==> src/rtl/xnor_diff_rx.sv <==
// Receive end of the XNOR differential line link: decodes line bits, hunts for
// the sync word, deserializes one data word plus odd parity, and holds it for a valid/ready consumer.
module xnor_diff_rx #(
  parameter int                DATA_W    = 8,
  parameter int                SYNC_W    = 8,
  parameter logic [SYNC_W-1:0] SYNC_WORD = 8'hA5
) (
  input  logic              clk,
  input  logic              rst_n,
  input  logic              bit_en,
  input  logic              rx_line,
  output logic [DATA_W-1:0] m_data,
  output logic              m_valid,
  input  logic              m_ready,
  output logic              par_err,
  output logic              overrun,
  output logic              sync_lock
);

  localparam int HCNT_W = $clog2(SYNC_W + 1);
  localparam int BCNT_W = $clog2(DATA_W + 1);
  localparam logic [HCNT_W-1:0] HUNT_FULL = HCNT_W'(SYNC_W);
  localparam logic [HCNT_W-1:0] HUNT_LAST = HCNT_W'(SYNC_W - 1);
  localparam logic [BCNT_W-1:0] BIT_LAST  = BCNT_W'(DATA_W - 1);

  typedef enum logic [1:0] {
    ST_HUNT,
    ST_DATA,
    ST_PARITY
  } state_t;

  state_t              r_state;
  state_t              w_state_nxt;
  logic                r_prev_line;
  logic [SYNC_W-1:0]   r_sync_sh;
  logic [HCNT_W-1:0]   r_hunt_cnt;
  logic [BCNT_W-1:0]   r_bit_cnt;
  logic [DATA_W-1:0]   r_data;
  logic [DATA_W-1:0]   r_m_data;
  logic                r_m_valid;
  logic                r_par_err;
  logic                r_overrun;

  logic                w_d;
  logic [SYNC_W-1:0]   w_sync_next;
  logic                w_match;
  logic                w_data_last;
  logic                w_par_bit;
  logic                w_par_err;
  logic                w_load;
  logic                w_drop;

  // The line carries ~(d ^ previous line), so equal consecutive line levels mean d = 1.
  assign w_d         = ~(rx_line ^ r_prev_line);
  assign w_sync_next = {r_sync_sh[SYNC_W-2:0], w_d};
  assign w_match     = bit_en && (r_state == ST_HUNT) && (w_sync_next == SYNC_WORD)
                       && (r_hunt_cnt >= HUNT_LAST);
  assign w_data_last = (r_bit_cnt == BIT_LAST);
  assign w_par_bit   = bit_en && (r_state == ST_PARITY);
  assign w_par_err   = (w_d != ~^r_data);
  assign w_load      = w_par_bit && (!r_m_valid || m_ready);
  assign w_drop      = w_par_bit && r_m_valid && !m_ready;

  // NOTE: sequential state uses non-blocking assignments so every register
  // samples pre-edge values; blocking here would create order-dependent races.
  always_ff @(posedge clk or negedge rst_n) begin
    if (!rst_n) begin
      r_state <= ST_HUNT;
    end else begin
      r_state <= w_state_nxt;
    end
  end

  // NOTE: the default assignment first guarantees every path writes the
  // signal, so no latch is inferred for w_state_nxt.
  always_comb begin
    w_state_nxt = r_state;
    if (bit_en) begin
      unique case (r_state)
        ST_HUNT:   if (w_match) w_state_nxt = ST_DATA;
        ST_DATA:   if (w_data_last) w_state_nxt = ST_PARITY;
        ST_PARITY: w_state_nxt = ST_HUNT;
        default:   w_state_nxt = ST_HUNT;
      endcase
    end
  end

  // NOTE: every register here, including the shift registers, is reset so
  // that a mid-frame reset restarts decoding from a known idle line.
  always_ff @(posedge clk or negedge rst_n) begin
    if (!rst_n) begin
      r_prev_line <= 1'b1;
      r_sync_sh   <= '0;
      r_hunt_cnt  <= '0;
      r_bit_cnt   <= '0;
      r_data      <= '0;
    end else if (bit_en) begin
      r_prev_line <= rx_line;
      unique case (r_state)
        ST_HUNT: begin
          r_sync_sh <= w_sync_next;
          if (r_hunt_cnt != HUNT_FULL) r_hunt_cnt <= r_hunt_cnt + 1'b1;
          if (w_match) r_bit_cnt <= '0;
        end
        ST_DATA: begin
          r_data    <= {r_data[DATA_W-2:0], w_d};
          r_bit_cnt <= r_bit_cnt + 1'b1;
        end
        ST_PARITY: begin
          r_sync_sh  <= '0;
          r_hunt_cnt <= '0;
        end
        default: begin
          r_sync_sh  <= '0;
          r_hunt_cnt <= '0;
        end
      endcase
    end
  end

  // One-entry output buffer; a load may coincide with the consumer draining the old word.
  always_ff @(posedge clk or negedge rst_n) begin
    if (!rst_n) begin
      r_m_data  <= '0;
      r_m_valid <= 1'b0;
      r_par_err <= 1'b0;
      r_overrun <= 1'b0;
    end else begin
      r_overrun <= w_drop;
      if (w_load) begin
        r_m_data  <= r_data;
        r_par_err <= w_par_err;
        r_m_valid <= 1'b1;
      end else if (r_m_valid && m_ready) begin
        r_m_valid <= 1'b0;
      end
    end
  end

  assign m_data    = r_m_data;
  assign m_valid   = r_m_valid;
  assign par_err   = r_par_err;
  assign overrun   = r_overrun;
  assign sync_lock = (r_state != ST_HUNT);

endmodule

==> config.mk <==
export PLATFORM = sky130hd
export DESIGN_NAME = xnor_diff_rx
export DESIGN_NICKNAME = d
export VERILOG_FILES = /design/src/rtl/xnor_diff_rx.sv
export SDC_FILE = /design/constraint.sdc
export NUM_CORES = 1
export LEC_CHECK = 0
export ABC_AREA = 0
export BUFFER_PORTS_ARGS = -buffer_cell sky130_fd_sc_hd__buf_4
export CAP_MARGIN = 30
export CORE_UTILIZATION = 62
export DETAILED_ROUTE_END_ITERATION = 8
export PLACE_DENSITY_LB_ADDON = 0.25
export SYNTH_ARGS = -nofsm -noshare
export SYNTH_HDL_FRONTEND = slang
export SYNTH_SLANG_ARGS = --single-unit
==> constraint.sdc <==
create_clock -name clk -period 3.14 [get_ports clk]
set_input_delay 0.314 -clock clk [delete_from_list [all_inputs] [get_ports clk]]
set_output_delay 0.314 -clock clk [all_outputs]
set_load 0.02 [all_outputs]
==> out/results.ini, run 1 <==
[floorplan]
die_w_um = 54.9
core_um2 = 2570
ios = 17
die_h_um = 54.9
fp.dieArea_um2 = 3010
start_util_pct = 67.5
rows = 18

[critical_path]
cp.required_ps = 3360
crit_path_start_kind = flip-flop
crit_chain = nor2b_1 > and3_1 > mux2_1
end_kind = flip-flop
cpMaxStageDelayCell = dfrtp_1
ff2ff_setup_slack_ps = 1150
critical_path_arrival_ps = 2220
r2r_end = m_data[6]
cp_slowest_stage_delay_ps = 580
setup.worst_path.class = reg2reg
rr_worst_depth = 3
cp_max_fo = 16
rr_startpoint = r_state[0]

[sta]
skew_ps = 16.6
grt_setup_unrepaired = false
setup_violations = 0
slew_violations = 0
tightestPinTransition_ps = 496
fin_crit_sh_pct = 63.5
clock.fmax_ghz = 0.502
hold_violations = 0
totalNegativeSetupSlack_ps = 0
relSlewSlack_pct = 67.0
min_period_ps = 1990

[drt]
drt_pass1_iterations = 6
drc = 0
ant_nets = 0
drt_iter0_drc = 40
routed_wl_mm = 3.14
num_vias = 1202
avgViaCountPerCell = 5.95
wl_per_cell_um = 15.6

[grt]
track_usage_pct = 24.3
grt_pass1_wl_mm = 4.95
antenna_found_initial = 0
grt_pass1_vias = 1081
grt_max_degree = 38
grt_overflow_total = 0

[placement]
placed_area_um2 = 1870
gp_congestion = 0.838
hpwl_mm = 2.13
port_buffers = 16

[clock_tree]
path_clk_slew_ps = 110
clk_latency_ps = 340
cts_tree = built
htreeDepth = 2
cts-root-buf = clkbuf_4
post_cts_resized = 0
clock-sinks = 37
clk_path_buf_depth = 2
numCtsBuffers = 5

[pwr]
peakVddDrop_mv = 0.591
leakage_nw = 0.996
power_density_nw_per_um2 = 613

[worst_hold_path]
hold_path.class = in2reg
min_path_cells = 2
hold_end = r_prev_line
hold_start = rx_line

[job]
maxCapViolations = 0

[cells_and_area]
drive_gt1_share_pct = 21.5
syn_to_final_growth_pct = 13.3
fillCellCount = 175
fin_area_um2 = 1970
diodes = 0
finalNetCount = 179

[synth]
syn-num-nets = 161
synth_most_common_cell = dfrtp_1
synth_ff_type = dfrtp_1
synth.largest_area_cell = dfrtp_1
synth_common_cells = dfrtp_1, inv_1, a21oi_1
synth_edf_count = 0
synthDistinctLibCells = 38
ys_seq_area_share_pct = 53.5
netlist_area_um2 = 1730
synthCells = 153
avgSynthCellArea_um2 = 11.3
synth_top_area_share_pct = 51.9
yosys_warnings = 0
synthArstFlopShare_pct = 100
synthTopCellsByArea = dfrtp_1, mux2_1, mux2_2
ys_ff_latch = 37

[outcome]
status = complete, no violations

-- cell type report --
| cell class | instances | area [um^2] | area share, % |
|---|---|---|---|
| Tap cell | 30 | 37.5 | 1.91 |
| Inverter | 15 | 56.3 | 2.86 |
| Sequential cell | 37 | 927 | 47.2 |
| Clock buffer | 6 | 51.3 | 2.61 |
| Timing Repair Buffer | 17 | 130 | 6.62 |
| Multi-Input combinational cell | 95 | 726 | 36.9 |
| Clock inverter | 2 | 37.5 | 1.91 |
-- report_power, final --
group | switching (mW) | internal, mW
clock | 0.160 | 0.189
combinational | 0.123 | 0.118
sequential | 0.0758 | 0.540
-- worst max path at each step --
stage | start | to | slack [ps] | cells past startpoint
after floorplan | r_sync_sh[3] | r_bit_cnt[2] | 1510 | 4
after global placement | r_state[0] | m_data[7] | 1270 | 3
after detailed placement | r_state[0] | m_data[6] | 1160 | 3
after CTS | r_state[0] | m_data[6] | 1150 | 3
after global routing | r_state[0] | m_data[6] | 1040 | 3
final | r_state[0] | m_data[6] | 1150 | 3
-- routing by layer --
layer  routed length (um)  up-vias  global-route usage (%)
met5                    0        -                       0
met4                    2        0                    6.41
met3                  142        2                    7.50
met2                 1630       36                    41.2
met1                 1370      584                    29.8
li1                     -      580                       -
-- registers in the layout (all words and copies together), names as in the netlist --
signal and flops:
m_data 8, r_data 8, r_sync_sh 7, r_bit_cnt 4, r_hunt_cnt 4, r_state 2
m_valid 1, overrun 1, par_err 1, r_prev_line 1
-- per-stage QoR --
| stage | hold slack (ps) | power [mW] | setup slack [ps] | instances | utilization (%) |
|---|---|---|---|---|---|
| detailed placement | 296 | 0.855 | 1160 | 193 | 72.7 |
| CTS | 208 | 1.21 | 1150 | 202 | 76.6 |
| finish | 225 | 1.21 | 1150 | 202 | 76.6 |
| global route | 213 | 1.27 | 1040 | 202 | 76.6 |
| global placement | 287 | 0.842 | 1270 | 193 | 72.7 |
| floorplan | 18.4 | 0.789 | 1510 | 153 | - |
-- timing repair --
item	in CTS	in global routing
buffers inserted	0	0
setup endpoints to repair	0	0
hold endpoints to repair	36	0
hold buffers	1	0
-- worst max-delay path, delay by kind of cell (launching register included) --
kind             cells  cell delay, ps
and+or+nand+nor      2             920
DFF                  1             580
muxes                1             390
-- logic make-up after synthesis --
logic type,after synthesis,synth area share [%]
compound gates,36,13.7
simple gates,31,10.2
mux,17,11.0
fa+ha+maj,3,2.16
buf+inv,21,4.69
flops,37,53.5
xor+xnor,8,4.83
-- layout by cell type, fill, tap and decap left out, types with 3 or more instances in the layout --
| cell | count |
|---|---|
| ha_1 | 3 |
| mux2_1 | 8 |
| o21ai_0 | 4 |
| o22ai_1 | 9 |
| dfrtp_1 | 36 |
| nor2_1 | 5 |
| and3_1 | 5 |
| buf_4 | 16 |
| a21oi_1 | 10 |
| inv_1 | 15 |
| mux2_2 | 8 |
| nand2_1 | 8 |
| clkbuf_4 | 5 |
| xnor2_1 | 6 |
Power figures use the tool's default switching activity.
==> run 2: changes to the inputs <==
CORE_UTILIZATION = 52   (was 62)
clock period = 1.7 ns   (was 3.14 ns; I/O delays follow)
==> out/results.ini, run 2 (same netlist as run 1, synthesis figures left out) <==
[sta]
relSlewSlack_pct = 69.0
clock.fmax_ghz = 0.607
min_period_ps = 1650
grt_setup_unrepaired = true
tightestPinTransition_ps = 464
hold_slack_ps = 37.6
fin_crit_sh_pct = 97.0
slew_violations = 0
skew_ps = 15.0
setup_violations = 0
hold_violations = 0

[grt]
track_usage_pct = 22.0
grt_max_degree = 38
grt_pass1_vias = 1218
grt_overflow_total = 0
grt_pass1_wl_mm = 5.60
antenna_found_initial = 0

[cells_and_area]
instances_no_fill = 225
syn_to_final_growth_pct = 19.0
drive_gt1_share_pct = 26.0
most-common-layout-cells = dfrtp_1, buf_4, inv_1, a21oi_1, o22ai_1
finalNetCount = 188
layout_commonest_cell = dfrtp_1
fin_area_um2 = 2060
diodes = 0

[critical_path]
end_kind = flip-flop
crit_path_start_kind = flip-flop
r2r_end = r_bit_cnt[2]
ff2ff_setup_slack_ps = 50
rr_worst_depth = 4
setup.worst_path.class = reg2reg
critical_path_arrival_ps = 1910
cp_max_fo = 4
crit_start = r_sync_sh[3]
cp.required_ps = 1970
rr_startpoint = r_sync_sh[3]

[floorplan]
ios = 17
rows = 20
die_w_um = 59.8
core_um2 = 3100
die_h_um = 59.8
fp.dieArea_um2 = 3570
start_util_pct = 55.9

[clock_tree]
cts_tree = built
clk_path_buf_depth = 2
numCtsBuffers = 5
path_clk_slew_ps = 120
clk_latency_ps = 360
htreeDepth = 2
clock-sinks = 37
cts-root-buf = clkbuf_4

[pwr]
p_sw_share_pct = 29.9
power_density_nw_per_um2 = 1100
clock_power_share_pct = 28.9
power.internal_mw = 1.59
finalPower_mw = 2.27
p_sw_mw = 0.680
leakage_nw = 1.05
p_seq_share_pct = 49.5
peakVddDrop_mv = 0.901
combinationalPowerShare_pct = 21.6

[drt]
wl_met1_mm = 1.54
avgViaCountPerCell = 5.43
drc = 0
ant_nets = 0
wl_met3_um = 113
drt_iter0_drc = 96
routed_wl_mm = 3.21
met2WireLength_mm = 1.46
drt_pass1_iterations = 6
num_vias = 1222
wl_per_cell_um = 14.2
topRoutingLayerUsed = met4

[worst_hold_path]
min_path_cells = 2
hold_end = r_state[1]
hold_path.class = in2reg
hold_start = bit_en

[outcome]
status = complete, no violations

[placement]
placed_area_um2 = 1940
hpwl_mm = 2.26
port_buffers = 16
gp_congestion = 0.841
place_inst = 215

[job]
maxCapViolations = 0

run 2: cell types whose count changed in the layout (fill, tap and decap cells not counted), sizes merged:
cell	change
buf	+9
run 2: area by class of cell:
class                   count  area, um^2
multi-input cells          95         738
flip-flops and latches     37         927
clock buffers               6        51.3
clock inverters             2        37.5
fillers                   248        1040
inverters                  15        56.3
well taps                  44        55.1
repair buffers             26         198
run 2: worst max-delay path by stage:
stage          slack, ps  cells past startpoint      endpoint
2_1_floorplan         70                      4  r_bit_cnt[2]
5_1_grt              -20                      4  r_bit_cnt[2]
4_1_cts               10                      4  r_bit_cnt[2]
3_5_place_dp          20                      4  r_bit_cnt[2]
3_3_place_gp          60                      4  r_bit_cnt[2]
6_report              50                      4  r_bit_cnt[2]
run 2: critical path: stages, from the launching register on:
cell and delay [ps]:
dfrtp_1 410, or4b_4 550, nor4_4 260, o21ai_2 110, a22o_1 230
run 2: power by group through the flow:
stage	combinational, mW	clock [mW]	sequential, mW
floorplan	0.344	0	1.11
detailed placement	0.475	0	1.14
finish	0.491	0.656	1.13
global placement	0.447	0	1.13
CTS	0.479	0.674	1.12
global route	0.562	0.715	1.14
run 2: timing repair:
action	4_1_cts	5_1_grt
hold endpoints to repair	36	0
resized for setup	0	2
setup endpoints to repair	0	4
buffers inserted	0	1
hold buffers	1	0
run 2: routing by layer:
layer	vias to the layer above	global-route usage [%]
li1	604	-
met1	585	29.0
met2	23	32.4
met3	10	4.98
met4	0	14.3
met5	-	0
run 2: metrics by stage:
step	worst slack, ps	util (%)	TNS [ps]
2_1_floorplan	74.8	-	0
3_3_place_gp	56.6	62.7	0
3_5_place_dp	20.9	62.7	0
4_1_cts	14.8	65.8	0
5_1_grt	-18.3	66.5	-34.9
6_report	51.4	66.5	0
